### src/rtl/cpu_mem_arbiter.sv
// Single-port RAM arbiter between instruction fetch and load/store. Data requests
// win over fetches; a hung access is aborted after TIMEOUT wait cycles with bus_error.
module cpu_mem_arbiter #(
  parameter int unsigned TIMEOUT = 255
) (
  input  logic        clk,
  input  logic        rst,
  input  logic        if_req,
  input  logic [31:0] if_addr,
  output logic [31:0] if_rdata,
  output logic        if_valid,
  input  logic        d_read,
  input  logic        d_write,
  input  logic [31:0] d_addr,
  input  logic [31:0] d_wdata,
  input  logic [3:0]  d_byteenable,
  output logic [31:0] d_rdata,
  output logic        d_valid,
  output logic        bus_error,
  output logic        stall,
  output logic [31:0] ram_addr,
  output logic        ram_read,
  output logic        ram_write,
  output logic [31:0] ram_wdata,
  output logic [3:0]  ram_byteenable,
  input  logic [31:0] ram_rdata,
  input  logic        ram_ack
);

  localparam logic [1:0] S_IDLE    = 2'd0;
  localparam logic [1:0] S_GRANT_D = 2'd1;
  localparam logic [1:0] S_GRANT_I = 2'd2;
  localparam logic [1:0] S_DONE    = 2'd3;

  localparam logic [15:0] TIMEOUT_W = 16'(TIMEOUT);

  logic [1:0]  state_q, state_d;
  logic [15:0] wcnt_q, wcnt_d;
  logic        own_d_q, own_d_d;
  logic        err_q, err_d;
  logic [31:0] ram_addr_q, ram_addr_d;
  logic        ram_read_q, ram_read_d;
  logic        ram_write_q, ram_write_d;
  logic [31:0] ram_wdata_q, ram_wdata_d;
  logic [3:0]  ram_be_q, ram_be_d;
  logic [31:0] if_rdata_q, if_rdata_d;
  logic [31:0] d_rdata_q, d_rdata_d;

  // Address bits [1:0] are dropped when forming the word address.
  logic unused_addr_lsbs;
  assign unused_addr_lsbs = ^{if_addr[1:0], d_addr[1:0]};

  always_comb begin
    state_d     = state_q;
    wcnt_d      = wcnt_q;
    own_d_d     = own_d_q;
    err_d       = err_q;
    ram_addr_d  = ram_addr_q;
    ram_read_d  = ram_read_q;
    ram_write_d = ram_write_q;
    ram_wdata_d = ram_wdata_q;
    ram_be_d    = ram_be_q;
    if_rdata_d  = if_rdata_q;
    d_rdata_d   = d_rdata_q;
    case (state_q)
      S_IDLE: begin
        // Data first: it belongs to the older instruction in the pipeline.
        if (d_read | d_write) begin
          state_d     = S_GRANT_D;
          own_d_d     = 1'b1;
          err_d       = 1'b0;
          wcnt_d      = 16'd0;
          ram_addr_d  = {d_addr[31:2], 2'b00};
          ram_wdata_d = d_wdata;
          ram_be_d    = d_byteenable;
          ram_write_d = d_write;
          ram_read_d  = ~d_write;
        end else if (if_req) begin
          state_d     = S_GRANT_I;
          own_d_d     = 1'b0;
          err_d       = 1'b0;
          wcnt_d      = 16'd0;
          ram_addr_d  = {if_addr[31:2], 2'b00};
          ram_wdata_d = 32'h0;
          ram_be_d    = 4'b1111;
          ram_write_d = 1'b0;
          ram_read_d  = 1'b1;
        end
      end
      S_GRANT_D, S_GRANT_I: begin
        // An ack on the timeout cycle still counts as a normal completion.
        if (ram_ack || (wcnt_q == TIMEOUT_W)) begin
          state_d     = S_DONE;
          err_d       = ~ram_ack;
          ram_read_d  = 1'b0;
          ram_write_d = 1'b0;
          if (ram_read_q) begin
            if (own_d_q) d_rdata_d  = ram_ack ? ram_rdata : 32'h0;
            else         if_rdata_d = ram_ack ? ram_rdata : 32'h0;
          end
        end else begin
          wcnt_d = wcnt_q + 16'd1;
        end
      end
      S_DONE:  state_d = S_IDLE;
      default: state_d = S_IDLE;
    endcase
  end

  always_ff @(posedge clk) begin
    if (rst) begin
      state_q     <= S_IDLE;
      wcnt_q      <= 16'd0;
      own_d_q     <= 1'b0;
      err_q       <= 1'b0;
      ram_addr_q  <= 32'h0;
      ram_read_q  <= 1'b0;
      ram_write_q <= 1'b0;
      ram_wdata_q <= 32'h0;
      ram_be_q    <= 4'h0;
      if_rdata_q  <= 32'h0;
      d_rdata_q   <= 32'h0;
    end else begin
      state_q     <= state_d;
      wcnt_q      <= wcnt_d;
      own_d_q     <= own_d_d;
      err_q       <= err_d;
      ram_addr_q  <= ram_addr_d;
      ram_read_q  <= ram_read_d;
      ram_write_q <= ram_write_d;
      ram_wdata_q <= ram_wdata_d;
      ram_be_q    <= ram_be_d;
      if_rdata_q  <= if_rdata_d;
      d_rdata_q   <= d_rdata_d;
    end
  end

  assign if_valid       = (state_q == S_DONE) & ~own_d_q;
  assign d_valid        = (state_q == S_DONE) & own_d_q;
  assign bus_error      = (state_q == S_DONE) & err_q;
  assign if_rdata       = if_rdata_q;
  assign d_rdata        = d_rdata_q;
  assign ram_addr       = ram_addr_q;
  assign ram_read       = ram_read_q;
  assign ram_write      = ram_write_q;
  assign ram_wdata      = ram_wdata_q;
  assign ram_byteenable = ram_be_q;
  assign stall          = ((d_read | d_write) & ~d_valid) | (if_req & ~if_valid);

endmodule

### config.mk
export PLATFORM = sky130hd
export DESIGN_NAME = cpu_mem_arbiter
export DESIGN_NICKNAME = d
export VERILOG_FILES = /design/src/rtl/cpu_mem_arbiter.sv
export SDC_FILE = /design/constraint.sdc
export NUM_CORES = 1
export LEC_CHECK = 0
export CORE_MARGIN = 10
export CORE_UTILIZATION = 30
export DETAILED_ROUTE_END_ITERATION = 8
export GPL_TIMING_DRIVEN = 1
export HOLD_SLACK_MARGIN = 0.06
export SKIP_LAST_GASP = 1
export SYNTH_ARGS = -nofsm -noshare
export SYNTH_HDL_FRONTEND = slang
export SYNTH_SLANG_ARGS = --single-unit
### constraint.sdc
create_clock -name clk -period 2 [get_ports clk]
set_input_delay 0.3 -clock clk [delete_from_list [all_inputs] [get_ports clk]]
set_output_delay 0.3 -clock clk [all_outputs]
set_load 0.01 [all_outputs]
# [Yosys cells after proc, flatten, opt, wreduce, memory -nomap -nowiden]
# Index checks and enable logic that the tools add are counted.
[totals] ff_bits=154 input_bits=138 output_inout_bits=138 word_cells=68
[op_classes] n_addsub=1 n_eq_ne=7 mux=26 bitwise_logic=12 reduce_logical=11
[ops] cell="$mux W32" count=5
[ops] cell="$mux W16" count=3
[ops] cell="$pmux W16 S2" count=1
[ops] cell="$add A16 B1 Y16 const B" count=1
[ops] cell="$eq A16 B8 Y1 const B" count=1
[ops] cell="$mux W1" count=8
[ops] cell="$mux W4" count=2
[ops] cell="$reduce_and A4 Y1" count=2
[ops] cell="$mux W2" count=3
[ops] cell="$pmux W1 S2" count=3
[ops] cell="$pmux W2 S3" count=1
[ops] cell="$reduce_and A3 Y1" count=2
[ops] cell="$and A1 B1 Y1" count=5
[ops] cell="$not A1 Y1" count=5
[ops] cell="$eq A2 B2 Y1 const B" count=2
[ops] cell="$ne A2 B2 Y1 const B" count=2
[ops] cell="$reduce_and A2 Y1" count=2
[ops] cell="$reduce_bool A2 Y1" count=2
[ops] cell="$ne A3 B3 Y1 const B" count=1
[ops] cell="$eq A2 B1 Y1 const B" count=1
[ops] cell="$logic_not A2 Y1" count=1
[ops] cell="$or A1 B1 Y1" count=2
[ops] cell="$reduce_or A2 Y1" count=1
[ops] cell="$logic_or A1 B1 Y1" count=1

# [Logic depth before layout (Yosys ltp)]
# Gate-level depths: netlist (run 1).
[depth] word_depth=5 depth_mapped=8 ltp_nobuf=6

# [Worst setup path before layout (run 1)]
# No wires, ideal clock.
[synth_path] path_kind="register to register" start="register state_q[0]" end="register wcnt_q[3]" setup_time_ps=117 t_arrival_ps=1885 required_ps=1883 path_slack_ps=-2 path_stages_with_launch=9 path_buffers=2 period_less_slack_ps=2002 cell_sequence="dfxtp_1 > inv_1 > ha_1 > buf_6 > nor4b_4 > or3_1 > buf_2 > or3_1 > a32o_1"
[synth_between] elab_chain_len=4 elab_cells_between_ends=9 cone_classes="eq/ne: 4; mux: 1; reduce/logical: 4"
[synth_lines] element="start: declaration" line="37" rtl="logic [1:0] state_q, state_d;"
[synth_lines] element="start signal: assignment" line="124" rtl="state_q <= state_d;"
[synth_lines] element="$eq A2 B1 Y1 or $eq A2 B2 Y1 (tied branches)" line="65" rtl="case (state_q)"
[synth_lines] element="$reduce_or A2 Y1" line="65"
[synth_lines] element="$ne A2 B2 Y1 (no source line) or $reduce_bool A2 Y1 (tied branches)"
[synth_lines] element="$reduce_and A3 Y1 (no source line)"
[synth_lines] element="end signal: assignment" line="125" rtl="wcnt_q <= wcnt_d;"
[synth_lines] element="end: declaration" line="38" rtl="logic [15:0] wcnt_q, wcnt_d;"
# Parallel ways exist; a longest one is shown, timed or not.
# A chain may end at the register's enable or synchronous reset.

# [Worst setup path after layout (run 1)]
[layout_path] start="register wcnt_q[0]" end="register wcnt_q[3]"
[layout_between] elab_chain_len=4 elab_cells_between_ends=7 cone_classes="add/sub: 1; eq/ne: 2; mux: 2; reduce/logical: 2"
[layout_lines] element="parallel branches: the longest is 4 deep, another holds $add A16 B1 Y16"
# Several ways; the timed one is not identified. The select of a mux whose other input is x is not followed.

==> results of run 1 <==
[synth_stat cells, types with 5 or more instances]
cell type / number / share of area (%)
a311oi_1: 30 / 4.0
dfxtp_1: 152 / 46
or3_1: 5 / 0.47
nand4_1: 5 / 0.47
clkbuf_1: 40 / 2.3
nand2b_1: 70 / 6.6
nor2_1: 78 / 4.4
nor4_1: 9 / 0.85
nor3_1: 8 / 0.60
buf_2: 9 / 0.68
nand3b_1: 33 / 3.7
nand3_1: 9 / 0.68
buf_6: 8 / 1.4
inv_1: 9 / 0.51
a21oi_1: 8 / 0.60
mux2i_1: 68 / 10
nand2_1: 69 / 3.9
a22oi_1: 32 / 3.6
[worst register-to-register path: stages (launching register included)]
cell and delay [ps]:
dfxtp_1 310, ha_1 220, and3_1 200, and4_2 280, buf_4 200, or3_1 370, a32o_1 250
[flip-flops by register name, indices dropped and copies added, names as in the netlist]
register        cells
ram_byteenable      4
err_q               1
ram_wdata          32
own_d_q             1
ram_addr           30
state_q             2
ram_write           1
if_rdata           32
d_rdata            32
ram_read            1
wcnt_q             16
[cell families (layout without fill, tap and decap cells)]
kind of cell               count (synthesis)  after routing  synth area share (%)
buffers and inverters                     68            359                  5.04
muxes                                     69             69                  10.4
other                                      1              2                0.0565
and+or+nand+nor                          312            312                  24.9
DFF                                      152            152                  45.9
AOI/OAI and AO/OA                        105            105                  12.9
adders and majority gates                  4              4                 0.754
[how the worst max path moves through the flow]
stage	from	to	slack [ps]	cells after the start
2_1_floorplan	state_q[0]	wcnt_q[3]	20	8
3_3_place_gp	d_write	wcnt_q[3]	-160	5
3_5_place_dp	d_write	wcnt_q[3]	-160	5
4_1_cts	state_q[0]	stall	-110	5
5_1_grt	state_q[0]	wcnt_q[15]	4	7
6_report	wcnt_q[0]	wcnt_q[3]	70	6
[area by class of cell]
| cell class | count | area (sq um) | share of cell area [%] |
|---|---|---|---|
| clock buffers | 18 | 429 | 4.10 |
| clock inverters | 14 | 178 | 1.70 |
| inverters | 9 | 33.8 | 0.323 |
| multi-input cells | 492 | 3290 | 31.5 |
| flip-flops and latches | 152 | 3040 | 29.1 |
| well taps | 280 | 350 | 3.35 |
| repair buffers | 318 | 3130 | 30.0 |
[cell usage in the layout (no fill, tap or decap), drive strengths merged, types with 3 or more instances in the layout]
cell type      Yosys  layout
a21oi              9       9
ha                 4       4
or3                5       5
dfxtp            152     152
a22oi             32      32
mux2i             68      68
nor2              78      78
a311oi            30      30
nand3              9       9
nand2b            70      70
or4                4       4
nor4               9       9
and4               4       4
nand4b             3       3
nand4              5       5
nor2b              4       4
o21ai              5       5
clkdlybuf4s50      0     263
clkbuf            40      19
inv                9      16
and2               4       4
nand3b            33      33
o31ai              4       4
clkinv             0       4
buf               19      51
nand2             69      69
nor3               8       8
[per-layer routing]
layer,share of wire [%],GRT usage [%]
met1,43,18.3
met2,45,23.6
met3,11,7.64
met4,0.89,3.37
met5,0,0
[through the flow]
stage / area (sq um) / power, mW / util [%]
after floorplan: 6650 / 5.63 / -
after global placement: 9850 / 7.59 / 45.1
after detailed placement: 9850 / 7.59 / 45.1
after CTS: 10400 / 11.0 / 47.9
after global routing: 10500 / 11.5 / 47.9
final: 10500 / 10.8 / 47.9
[report_power, final]
group,internal [mW],switching (mW)
clock,1.90,1.46
sequential,3.49,0.240
combinational,1.89,1.86
[what timing repair did]
item	in CTS	in global routing
hold buffers	0	0
buffers inserted	0	0
pin swaps	0	1
resized for setup	4	8
endpoints found under the setup margin	4	9
==> impl_metrics.env, run 1 <==
export IMPL_synthesis_area_sq_mm=0.00663
export IMPL_fin_worst_skew_ps=14.8
export IMPL_crit_buf_inv=1
export IMPL_gr_total_overflow=0
export IMPL_power_density_mw_per_mm2=1040
export IMPL_syn_inst=711
export IMPL_p_leak_nw=4.28
export IMPL_track_usage_pct=15.2
export IMPL_ir_worst_vdd_mv=0.560
export IMPL_max_stage_delay_ps=370
export IMPL_outcome="complete, no violations"
export IMPL_io_buffer_count=269
export IMPL_fmax_mhz=518
export IMPL_ys_ff_latch=152
export IMPL_cp_top_family="simple AND/OR/NAND/NOR gates"
export IMPL_ys_seq_area_share_pct=45.9
export IMPL_antenna_found_initial=0
export IMPL_n_antenna_cell=0
export IMPL_synth_edf_count=0
export IMPL_min_period_ps=1930
export IMPL_reg2reg_depth=6
export IMPL_cap_violations=0
export IMPL_post_synth_num_cell_types=56
export IMPL_cp_slowest_cell="or3_1"
export IMPL_cts_sinks=152
export IMPL_synth_ff_type="dfxtp_1"
export IMPL_grt_pass1_wl_um=34900
export IMPL_start_util_pct=30.4
export IMPL_startpoint_type="flip-flop"
export IMPL_cts_clk_slew_worst_paths_ps=70
export IMPL_reg2reg_slack_ps=70
export IMPL_dieHeight_um=169
export IMPL_min_from="rst"
export IMPL_hold_depth=2
export IMPL_min_to="wcnt_q[15]"
export IMPL_drc_errors=0
export IMPL_syn_avg_cell_area_sq_um=9.33
export IMPL_finalSetupViolations=0
export IMPL_place_ws_ps=-157
export IMPL_critical_path_max_fanout=13
export IMPL_drtPass1Iterations=4
export IMPL_nets=1132
export IMPL_grt_max_degree=65
export IMPL_reg2reg_from="wcnt_q[0]"
export IMPL_cts_buffers=17
export IMPL_stdcell_count=1283
export IMPL_crit_path_end_kind="flip-flop"
export IMPL_core_area_sq_mm=0.0218
export IMPL_final_max_slew_viol_count=0
export IMPL_viasPerCell=4.78
export IMPL_hpwl_um=16500
export IMPL_cts_tree="done"
export IMPL_placementRows=54
export IMPL_timing_rr_end="wcnt_q[3]"
export IMPL_required_ps=2310
export IMPL_area_growth_pct=57.6
export IMPL_hold_path_class="input port to flip-flop"
export IMPL_critPathKind="flip-flop to flip-flop"
export IMPL_setup_tns_ps=0
export IMPL_worst_slack_ps=70.2
export IMPL_crit_arrival_ps=2240
export IMPL_clock_latency_ps=420
export IMPL_synthArstFlopShare_pct=0
export IMPL_grt_pass1_vias=6136
export IMPL_post_route_period_util_pct=96.5
export IMPL_die_x_um=169
export IMPL_htreeDepth=4
export IMPL_hold_slack_ps=330
export IMPL_cts_root_buf="clkbuf_16"
export IMPL_final_hold_viol_count=0
export IMPL_dp_cells=1251
export IMPL_drt_iter0_markers=299
export IMPL_gp_congestion=0.846
export IMPL_wirelength_um=22300
export IMPL_avgRoutedWirePerCell_um=17.3
export IMPL_fill_cells=2094
export IMPL_cts_buffer_depth=2
export IMPL_path_cells="ha_1 -> and3_1 -> and4_2 -> buf_4 -> or3_1 -> a32o_1"
export IMPL_io_pins=276
export IMPL_antenna_left=0
export IMPL_dieArea_sq_mm=0.0285
export IMPL_num_vias=6133
export IMPL_yosysWarnings=0
export IMPL_drive_gt1_share_pct=9.87
export IMPL_rsz0062_at_grt="no"
(Power assumes the default switching activity.)
==> run 2: changes to the inputs <==
Settings changed: SKIP_LAST_GASP 1 to not set.
==> run 2 against run 1 <==
Effect of this change:
- final area did not move
- clock power barely moved
- highest routed layer unchanged
- register-to-register slack barely moved
- clock skew barely moved
==> impl_metrics.env, run 2 (synthesis results as in run 1) <==
export IMPL_reg2reg_from="wcnt_q[0]"
export IMPL_htreeDepth=4
export IMPL_ctsHoldBuffers=0
export IMPL_hold_depth=2
export IMPL_drtPass1Iterations=5
export IMPL_nets=1132
export IMPL_antenna_left=0
export IMPL_reg2reg_slack_ps=70
export IMPL_dp_cells=1251
export IMPL_finalSetupViolations=0
export IMPL_dieArea_sq_mm=0.0285
export IMPL_cts_tree="done"
export IMPL_dieHeight_um=169
export IMPL_startpoint_type="flip-flop"
export IMPL_cap_violations=0
export IMPL_num_vias=6130
export IMPL_io_buffer_count=269
export IMPL_final_hold_viol_count=0
export IMPL_reg2reg_depth=6
export IMPL_gr_total_overflow=0
export IMPL_multi_input_area_sq_mm=0.00329
export IMPL_crit_path_end_kind="flip-flop"
export IMPL_cts_clk_slew_worst_paths_ps=70
export IMPL_viasPerCell=4.78
export IMPL_cts_sinks=152
export IMPL_startpoint="wcnt_q[0]"
export IMPL_avgRoutedWirePerCell_um=17.3
export IMPL_clock_latency_ps=420
export IMPL_cts_buffers=17
export IMPL_timing_rr_end="wcnt_q[3]"
export IMPL_hold_slack_ps=330
export IMPL_fmax_mhz=518
export IMPL_most_common_layout_cells="263 x clkdlybuf4s50_1, 151 x dfxtp_1, 75 x nor2_1"
export IMPL_drive_gt1_share_pct=9.87
export IMPL_hold_path_class="input port to flip-flop"
export IMPL_post_route_period_util_pct=96.6
export IMPL_placementRows=54
export IMPL_gp_congestion=0.846
export IMPL_grt_max_degree=65
export IMPL_n_antenna_cell=0
export IMPL_min_to="wcnt_q[15]"
export IMPL_drc_errors=0
export IMPL_ir_worst_vdd_mv=0.560
export IMPL_critPathKind="flip-flop to flip-flop"
export IMPL_p_leak_nw=4.28
export IMPL_path_cells="ha_1 -> and3_1 -> and4_2 -> buf_4 -> or3_1 -> a32o_1"
export IMPL_max_stage_delay_ps=370
export IMPL_track_usage_pct=15.2
export IMPL_core_area_sq_mm=0.0218
export IMPL_drt_iter0_markers=299
export IMPL_crit_arrival_ps=2240
export IMPL_fill_cells=2094
export IMPL_final_max_slew_viol_count=0
export IMPL_fin_total_pwr_mw=10.8
export IMPL_regArea_sq_mm=0.00304
export IMPL_grt_pass1_wl_um=34900
export IMPL_area_growth_pct=57.6
export IMPL_min_period_ps=1930
export IMPL_power_density_mw_per_mm2=1040
export IMPL_io_pins=276
export IMPL_die_x_um=169
export IMPL_wirelength_um=22300
export IMPL_place_ws_ps=-157
export IMPL_hpwl_um=16500
export IMPL_fin_util_pct=47.9
export IMPL_antenna_found_initial=0
export IMPL_final_common_cell="clkdlybuf4s50_1"
export IMPL_required_ps=2310
export IMPL_cts_root_buf="clkbuf_16"
export IMPL_stdcell_count=1283
export IMPL_grt_pass1_vias=6136
export IMPL_worst_slack_ps=68.9
export IMPL_outcome="complete, no violations"
export IMPL_fin_worst_skew_ps=14.8
export IMPL_cts_buffer_depth=2
export IMPL_critical_path_max_fanout=13
export IMPL_rsz0062_at_grt="no"
export IMPL_cp_slowest_cell="or3_1"
export IMPL_min_from="rst"
export IMPL_start_util_pct=30.4
[run 2: cell count changes in the layout (fill, tap and decap cells not counted)]
cell	before	now
buf_2	1	2
clkbuf_2	1	0
[run 2: timing repair]
action	in CTS	in global routing
setup buffers	0	0
gates resized for setup	7	6
setup endpoints to repair	4	8
gates cloned	0	0
pin swaps	0	1
[run 2: layout make-up]
type | count | share of cell area [%]
inverters | 9 | 0.323
multi-input cells | 492 | 31.5
clock inverters | 14 | 1.70
clock buffers | 18 | 4.10
repair buffers | 318 | 30.0
flip-flops and latches | 152 | 29.1
well taps | 280 | 3.35
[run 2: worst max-delay path: cells and delay by family, from the launching register on]
family | cells | cell delay, ps
compound gates | 1 | 250
fa+ha+maj | 1 | 220
buf+inv | 1 | 200
flops | 1 | 310
simple gates | 3 | 850
[run 2: worst max path at each step]
stage / to / slack, ps / depth (start not counted)
floorplan: wcnt_q[3] / 20 / 8
global placement: wcnt_q[3] / -160 / 5
detailed placement: wcnt_q[3] / -160 / 5
CTS: wcnt_q[15] / 20 / 5
global route: wcnt_q[15] / 4 / 7
finish: wcnt_q[3] / 70 / 6
[run 2: layer usage]
metal  vias to the layer above  track usage [%]  wire, um
met2                       210             23.6     10100
met4                         0             3.37       198
met5                         -                0         0
met1                      2821             18.3      9560
met3                        11             7.64      2440
li1                       3088                -         -
[run 2: metrics by stage]
stage | TNS [ps] | instance area, sq um
after floorplan | 0 | 6650
after global placement | -2870 | 9850
after detailed placement | -3670 | 9850
after CTS | 0 | 10400
after global routing | 0 | 10500
final | 0 | 10500
[run 2: where the power goes]
group / switching [mW] / leakage, nW / internal (mW)
logic: 1.86 / 2.74 / 1.89
registers: 0.240 / 1.24 / 3.49
clock network: 1.45 / 0.296 / 1.90
==> run 3: changes to the inputs <==
Settings changed: SLEW_MARGIN set to 20.
==> results of run 3 <==
No change in the layout: final DEF, timing and power equal those of run 2.
